`src/rtl/mux_scan_force_if.sv`:
```
// mux_scan_force_if: request/response bundle for mux_scan_force.
//   master: drives en, mode, sel, force_s, force_a, in_data, out_ready;
//           observes out_valid, out_data, out_chan, out_forced, out_err, out_seq.
//   slave : the mux side of the same signals.
interface mux_scan_force_if #(
   parameter int WIDTH    = 16,
   parameter int CHANNELS = 4,
   parameter int SEL_W    = 2
);
   logic                      en;
   logic                      mode;
   logic [SEL_W-1:0]          sel;
   logic                      force_s;
   logic                      force_a;
   logic [CHANNELS*WIDTH-1:0] in_data;
   logic                      out_ready;
   logic                      out_valid;
   logic [WIDTH-1:0]          out_data;
   logic [SEL_W-1:0]          out_chan;
   logic                      out_forced;
   logic                      out_err;
   logic [7:0]                out_seq;

   modport master (
      output en, mode, sel, force_s, force_a, in_data, out_ready,
      input  out_valid, out_data, out_chan, out_forced, out_err, out_seq
   );

   modport slave (
      input  en, mode, sel, force_s, force_a, in_data, out_ready,
      output out_valid, out_data, out_chan, out_forced, out_err, out_seq
   );
endinterface

```
`src/rtl/mux_scan_force.sv`:
```
// mux_scan_force: registered CHANNELS-to-1 word mux with manual or round-robin
// scan select, a two-input force-to-FORCE_VAL override and a valid/ready
// output register.
//   clk, rst : rising-edge clock, synchronous active-high reset
//   bus      : slave side of mux_scan_force_if (inputs, select, force,
//              backpressure and the registered output sample)

// One channel lane: passes its word only when it is the chosen channel, so the
// lane outputs can simply be OR-reduced.
module mux_scan_force_lane #(
   parameter int WIDTH = 16,
   parameter int SEL_W = 2,
   parameter int IDX   = 0
) (
   input  logic [SEL_W-1:0] ch,
   input  logic [WIDTH-1:0] din,
   output logic [WIDTH-1:0] dout
);
   assign dout = (ch == SEL_W'(IDX)) ? din : '0;
endmodule

module mux_scan_force #(
   parameter int               WIDTH     = 16,
   parameter int               CHANNELS  = 4,
   parameter int               SEL_W     = 2,
   parameter logic [WIDTH-1:0] FORCE_VAL = {WIDTH{1'b1}}
) (
   input logic            clk,
   input logic            rst,
   mux_scan_force_if.slave bus
);
   typedef enum logic [1:0] {IDLE, RUN, DRAIN} state_t;

   typedef struct packed {
      logic [WIDTH-1:0] data;
      logic [SEL_W-1:0] chan;
      logic             forced;
      logic             err;
   } resp_t;

   state_t                           state;
   logic [SEL_W-1:0]                 ptr;
   logic                             mode_q;
   logic                             started;
   logic                             valid_q;
   logic [7:0]                       seq_q;
   resp_t                            resp_q;

   logic                             mode_rise;
   logic [SEL_W-1:0]                 ptr_eff;
   logic [SEL_W-1:0]                 ch;
   logic                             cap;
   logic                             sel_bad;
   logic [CHANNELS-1:0][WIDTH-1:0]   lane_out;
   logic [WIDTH-1:0]                 sel_word;
   resp_t                            resp_d;

   // A fresh entry into scan mode starts from channel 0 on that very edge.
   assign mode_rise = bus.mode & ~mode_q;
   assign ptr_eff   = mode_rise ? '0 : ptr;
   assign ch        = bus.mode ? ptr_eff : bus.sel;
   // Capture whenever the output register is empty or being drained this edge.
   assign cap       = bus.en & (~valid_q | bus.out_ready);
   assign sel_bad   = ~bus.mode & ({{(32-SEL_W){1'b0}}, bus.sel} >= 32'(CHANNELS));

   for (genvar k = 0; k < CHANNELS; k++) begin : g_lane
      mux_scan_force_lane #(.WIDTH(WIDTH), .SEL_W(SEL_W), .IDX(k)) u_lane (
         .ch   (ch),
         .din  (bus.in_data[k*WIDTH +: WIDTH]),
         .dout (lane_out[k])
      );
   end

   always_comb begin
      sel_word = '0;
      for (int k = 0; k < CHANNELS; k++) sel_word = sel_word | lane_out[k];
   end

   // Force wins over the bad-select error; the channel index is always reported.
   always_comb begin
      resp_d.chan   = ch;
      resp_d.forced = 1'b0;
      resp_d.err    = 1'b0;
      resp_d.data   = sel_word;
      if (bus.force_s && bus.force_a) begin
         resp_d.data   = FORCE_VAL;
         resp_d.forced = 1'b1;
      end else if (sel_bad) begin
         resp_d.data = '0;
         resp_d.err  = 1'b1;
      end
   end

   always_ff @(posedge clk) begin
      if (rst) begin
         state   <= IDLE;
         ptr     <= '0;
         mode_q  <= 1'b0;
         started <= 1'b0;
         valid_q <= 1'b0;
         seq_q   <= '0;
         resp_q  <= '0;
      end else begin
         mode_q <= bus.mode;
         if (mode_rise) ptr <= '0;
         if (cap) begin
            // Every state captures on cap: IDLE (empty), RUN, DRAIN (being read).
            state   <= RUN;
            valid_q <= 1'b1;
            resp_q  <= resp_d;
            seq_q   <= started ? seq_q + 8'd1 : 8'd0;
            started <= 1'b1;
            if (bus.mode)
               ptr <= (ptr_eff == SEL_W'(CHANNELS-1)) ? '0 : ptr_eff + SEL_W'(1);
         end else begin
            case (state)
               RUN: begin
                  if (!bus.en) begin
                     if (valid_q && !bus.out_ready) begin
                        state <= DRAIN;
                     end else begin
                        state   <= IDLE;
                        valid_q <= 1'b0;
                     end
                  end
               end
               DRAIN: begin
                  if (bus.out_ready) begin
                     state   <= IDLE;
                     valid_q <= 1'b0;
                  end
               end
               default: state <= IDLE;
            endcase
         end
      end
   end

   assign bus.out_valid  = valid_q;
   assign bus.out_data   = resp_q.data;
   assign bus.out_chan   = resp_q.chan;
   assign bus.out_forced = resp_q.forced;
   assign bus.out_err    = resp_q.err;
   assign bus.out_seq    = seq_q;
endmodule

```
`src/flat_wrapper.sv`:
```
// flat-port wrapper written by rule: the top's interface ports become plain ports
module mux_scan_force_flat 
#(
   parameter int               WIDTH     = 16,
   parameter int               CHANNELS  = 4,
   parameter int               SEL_W     = 2,
   parameter logic [WIDTH-1:0] FORCE_VAL = {WIDTH{1'b1}}
)
  (clk, rst, bus_en, bus_mode, bus_sel, bus_force_s, bus_force_a, bus_in_data, bus_out_ready, bus_out_valid, bus_out_data, bus_out_chan, bus_out_forced, bus_out_err, bus_out_seq);
  mux_scan_force_if #(.WIDTH(WIDTH), .CHANNELS(CHANNELS), .SEL_W(SEL_W)) bus_i ();
  input logic clk;
  input logic rst;
  input wire logic [$bits(bus_i.en)-1:0] bus_en;
  input wire logic [$bits(bus_i.mode)-1:0] bus_mode;
  input wire logic [$bits(bus_i.sel)-1:0] bus_sel;
  input wire logic [$bits(bus_i.force_s)-1:0] bus_force_s;
  input wire logic [$bits(bus_i.force_a)-1:0] bus_force_a;
  input wire logic [$bits(bus_i.in_data)-1:0] bus_in_data;
  input wire logic [$bits(bus_i.out_ready)-1:0] bus_out_ready;
  output wire logic [$bits(bus_i.out_valid)-1:0] bus_out_valid;
  output wire logic [$bits(bus_i.out_data)-1:0] bus_out_data;
  output wire logic [$bits(bus_i.out_chan)-1:0] bus_out_chan;
  output wire logic [$bits(bus_i.out_forced)-1:0] bus_out_forced;
  output wire logic [$bits(bus_i.out_err)-1:0] bus_out_err;
  output wire logic [$bits(bus_i.out_seq)-1:0] bus_out_seq;
  assign bus_i.en = bus_en;
  assign bus_i.mode = bus_mode;
  assign bus_i.sel = bus_sel;
  assign bus_i.force_s = bus_force_s;
  assign bus_i.force_a = bus_force_a;
  assign bus_i.in_data = bus_in_data;
  assign bus_i.out_ready = bus_out_ready;
  assign bus_out_valid = bus_i.out_valid;
  assign bus_out_data = bus_i.out_data;
  assign bus_out_chan = bus_i.out_chan;
  assign bus_out_forced = bus_i.out_forced;
  assign bus_out_err = bus_i.out_err;
  assign bus_out_seq = bus_i.out_seq;
  mux_scan_force #(.WIDTH(WIDTH), .CHANNELS(CHANNELS), .SEL_W(SEL_W), .FORCE_VAL(FORCE_VAL)) u_core (.clk(clk), .rst(rst), .bus(bus_i));
endmodule
```
`config.mk`:
```
export PLATFORM = sky130hd
export DESIGN_NAME = mux_scan_force_flat
export DESIGN_NICKNAME = d
export VERILOG_FILES = /design/src/rtl/mux_scan_force_if.sv /design/src/rtl/mux_scan_force.sv /design/src/flat_wrapper.sv
export SDC_FILE = /design/constraint.sdc
export NUM_CORES = 1
export LEC_CHECK = 0
export CAP_MARGIN = 10
export CORE_ASPECT_RATIO = 0.5
export CORE_MARGIN = 4
export CORE_UTILIZATION = 29
export CTS_BUF_LIST = sky130_fd_sc_hd__clkbuf_4
export DETAILED_ROUTE_END_ITERATION = 12
export PLACE_DENSITY = 0.58
export SETUP_SLACK_MARGIN = 0.5
export SYNTH_ARGS = -nofsm -noshare
export SYNTH_HDL_FRONTEND = slang
export SYNTH_HIERARCHICAL = 1
export SYNTH_SLANG_ARGS = --single-unit
```
`constraint.sdc`:
```
create_clock -name clk -period 4.68 [get_ports clk]
set_clock_uncertainty 0.2 [all_clocks]
set_input_delay 0.468 -clock clk [delete_from_list [all_inputs] [get_ports clk]]
set_output_delay 0.468 -clock clk [all_outputs]
set_load 0.005 [all_outputs]
```
==> summary.txt <==
Drt
  – Routed wire per std cell: between 15 and 20 um
  – Via count: roughly 2,200
  – ANT nets after route: 0
  – Iteration-0 DRC Markers: around 220
  – DRC Markers: 0
  – First-pass DRT Iterations: 4
  – Via-to-Cell Ratio: about 5.0
  – Drt total wl: 6812 um

Global routing
  – Initial antenna violation count: 0
  – Largest net degree at the start of global routing: between 60 and 70
  – Vias in the first global route: approximately 2,200
  – GRT Overall Usage: 0.1515
  – GRT overflow: 0
  – Met1 global-route usage: 0.2056
  – First-pass GRT wire length: between 10,000 and 15,000 um
  – Met3 global-route usage: 0.03000
  – Global routing's busiest layer: met2
  – Met2 usage: 0.2466

Floorplanning
  – Effective utilization at floorplan: 0.2986
  – DIE HEIGHT: approximately 70 um
  – Placement Rows: 22
  – Die Wd: 131.0 um
  – Die area: between 9000 and 10,000 um2
  – # IOs: 102
  – Core area: approximately 7300 um2

Cells and area
  – Diodes inserted: 0
  – Layout cells sized above 1: 0.1178
  – Area Overhead vs Synth: 47.21%
  – NumNets Final: about 420

Yosys
  – Synth top area cells: dfxtp_1, o21ai_0, and3b_1
  – Largest family of logic cells by synthesized area: simple AND/OR/NAND/NOR gates
  – Top_reg_cell synth: dfxtp_1
  – Synth Area in Adders: 0.005701
  – Async S/R FF share, synth: 0
  – Yosys synthesis warning count: 6
  – Number of flops mapped to enable cells by yosys: 0
  – Synth top area share: 0.3101
  – Compound-gate portion of the synthesized area: 0.1237
  – Syn nets: around 330
  – Xor/xnor share of the synthesized area: 0.01596
  – Count of cell types in the netlist: 43
  – Leading area contributor after synthesis: dfxtp_1
  – Syn Std Cell Area: about 2200 um2
  – Mux cell area share after synthesis: 0.005131
  – Post-Syn Instances: around 260
  – Synth Register Bits: 34
  – Post-synthesis sequential area ratio: 0.3101
  – Syn avg cell area: between 8 and 9 um2
  – Post-synthesis simple-gate area fraction: 0.4555

Timing
  – Rel. slew slack: 0.3338
  – Final setup fails: 0
  – Final Hold Fails: 0
  – Final period util: 0.6264
  – FMAX: between 0.3 and 0.4 GHz
  – Unrepaired setup endpoints after global routing: false
  – Tmin final: 2.931 ns
  – Worst-margin pin slew: 0.9993 ns
  – Worst hold slack: about 0.27 ns
  – Setup TNS: 0 ns
  – Final Max Tran Viols: 0

Hold path
  – Min-delay src: u_core/bus.out_forced
  – Min-Delay Path Class: flop to flop
  – Hold Crit Depth: 2

Pwr
  – Pleak: around 0.0013 uW
  – PwrDens: about 210 nW/um2
  – Maximum VDD drop: just under 0.09 mV

Clock tree
  – Root buffer cell: clkbuf_4
  – CTS hold repair buffers: 0
  – Setup bufs post-CTS: 0
  – TritonCTS clock tree: yes
  – Worst-Skew Late Latency: 0.34 ns
  – Clock Tree Buf Depth: 2
  – Total CTS buffers: 5
  – PostCTS Resize Cnt: 0
  – Clock Pin Slew Worst Setup and Hold Paths: around 0.12 ns
  – Clock Sinks: 34
  – H-tree depth: 2

Setup path
  – CP Launch Point: bus_mode
  – Critical Path Source Type: input port
  – Data required time at the worst endpoint: roughly 4.7 ns
  – Worst Setup End Kind: flop
  – Worst-path maximum fanout: 65
  – Reg2reg path depth: 7
  – Kind of critical path: input port to flop
  – Crit path arrival time: between 2 and 3 ns
  – RR Startpoint: u_core/mode_q

Status
  – Run status: completed

Placed design
  – Port bufs: 100
  – DP HPWL: between 5000 and 6000 um
  – GP Congestion: between 0.7 and 0.8

Job
  – Max Cap Viol: 0
-- power by group --
part	internal, uW	total (uW)	switching [uW]
Combinational	121	199	77.8
Clock	55.9	163	107
Sequential	309	320	11.5
-- kinds of logic after synthesis --
kind of cell | after synthesis
adder cells (fa/ha/maj) | 1
buffers and inverters | 24
multiplexers | 1
AND/OR/NAND/NOR | 144
AO/OA/AOI/OAI | 50
other | 1
flip-flops | 34
XOR/XNOR | 4
-- cells in the final DEF, fill, tap and decap left out, types with 3 or more instances in the layout --
master and count:
a21oi_1 7, and3_1 11, and3_2 6, and3b_1 20, and3b_2 12, buf_4 3
clkbuf_4 5, clkdlybuf4s50_1 100, dfxtp_1 34, nand2_1 15, nand2b_1 3, nand3_1 20
nor2_1 8, nor2b_1 5, nor3b_1 6, nor3b_2 10, nor4_1 16, o21ai_0 35
or3_1 3, xor2_1 4
-- critical path, stage by stage --
cell	delay (ns)
clkdlybuf4s50_1	0.66
mux2_2	0.90
and3b_1	0.27
nor4_1	0.30
nand3_1	0.11
o21ai_0	0.10
o21ai_0	0.09
-- state kept, by name, indices dropped and copies added (netlist names) --
register,count
u_core/ptr,2
u_core/mode_q,1
u_core/bus.out_chan,2
u_core/bus.out_data,16
u_core/bus.out_valid,1
u_core/started,1
u_core/bus.out_seq,8
u_core/bus.out_forced,1
u_core/state,2
-- through the flow --
step                      cells  total power [uW]  utilization  setup WS (ns)  area (um2)
final                       444             682.2       0.4396          1.749        3231
after CTS                   444             690.8       0.4396          1.743        3231
after detailed placement    436             528.3       0.4322          1.383        3177
after global routing        444             728.0       0.4396          1.471        3231
after global placement      436             523.8       0.4322          1.469        3177
after floorplan             259             420.2            -          1.969        2195
-- cell type report --
| type | instances | area, um2 |
|---|---|---|
| well taps | 96 | 120.1 |
| multi-input cells | 201 | 1345 |
| inverters | 2 | 7.507 |
| clock buffers | 5 | 37.54 |
| repair buffers | 103 | 1023 |
| clock inverters | 3 | 16.27 |
| flip-flops and latches | 34 | 680.7 |
| fillers | 737 | 4119 |
-- metal layers --
metal | up-vias | part of all wire
li1 | 1126 | -
met1 | 1055 | 0.46
met3 | 7 | 0.040
met2 | 47 | 0.49
met4 | 0 | 0.012
met5 | - | 0
-- final timing paths --
kind | to | slack (ns)
max | u_core/bus.out_data[4] | 1.75
min | u_core/bus.out_forced | 0.27
max reg2reg | u_core/bus.out_data[4] | 2.02
min reg2reg | u_core/bus.out_forced | 0.27
-- synth_stat cells (7+ instances only) --
| library cell | count |
|---|---|
| o21ai_0 | 36 |
| dfxtp_1 | 34 |
| and3b_1 | 20 |
| nand3_1 | 20 |
| nor4_1 | 16 |
| nand2_1 | 15 |
| and3b_2 | 12 |
| and3_1 | 11 |
| nor3b_2 | 10 |
| nor2_1 | 8 |
| a21oi_1 | 7 |
| clkbuf_1 | 7 |
No activity file was read; power rests on OpenSTA's default activity.
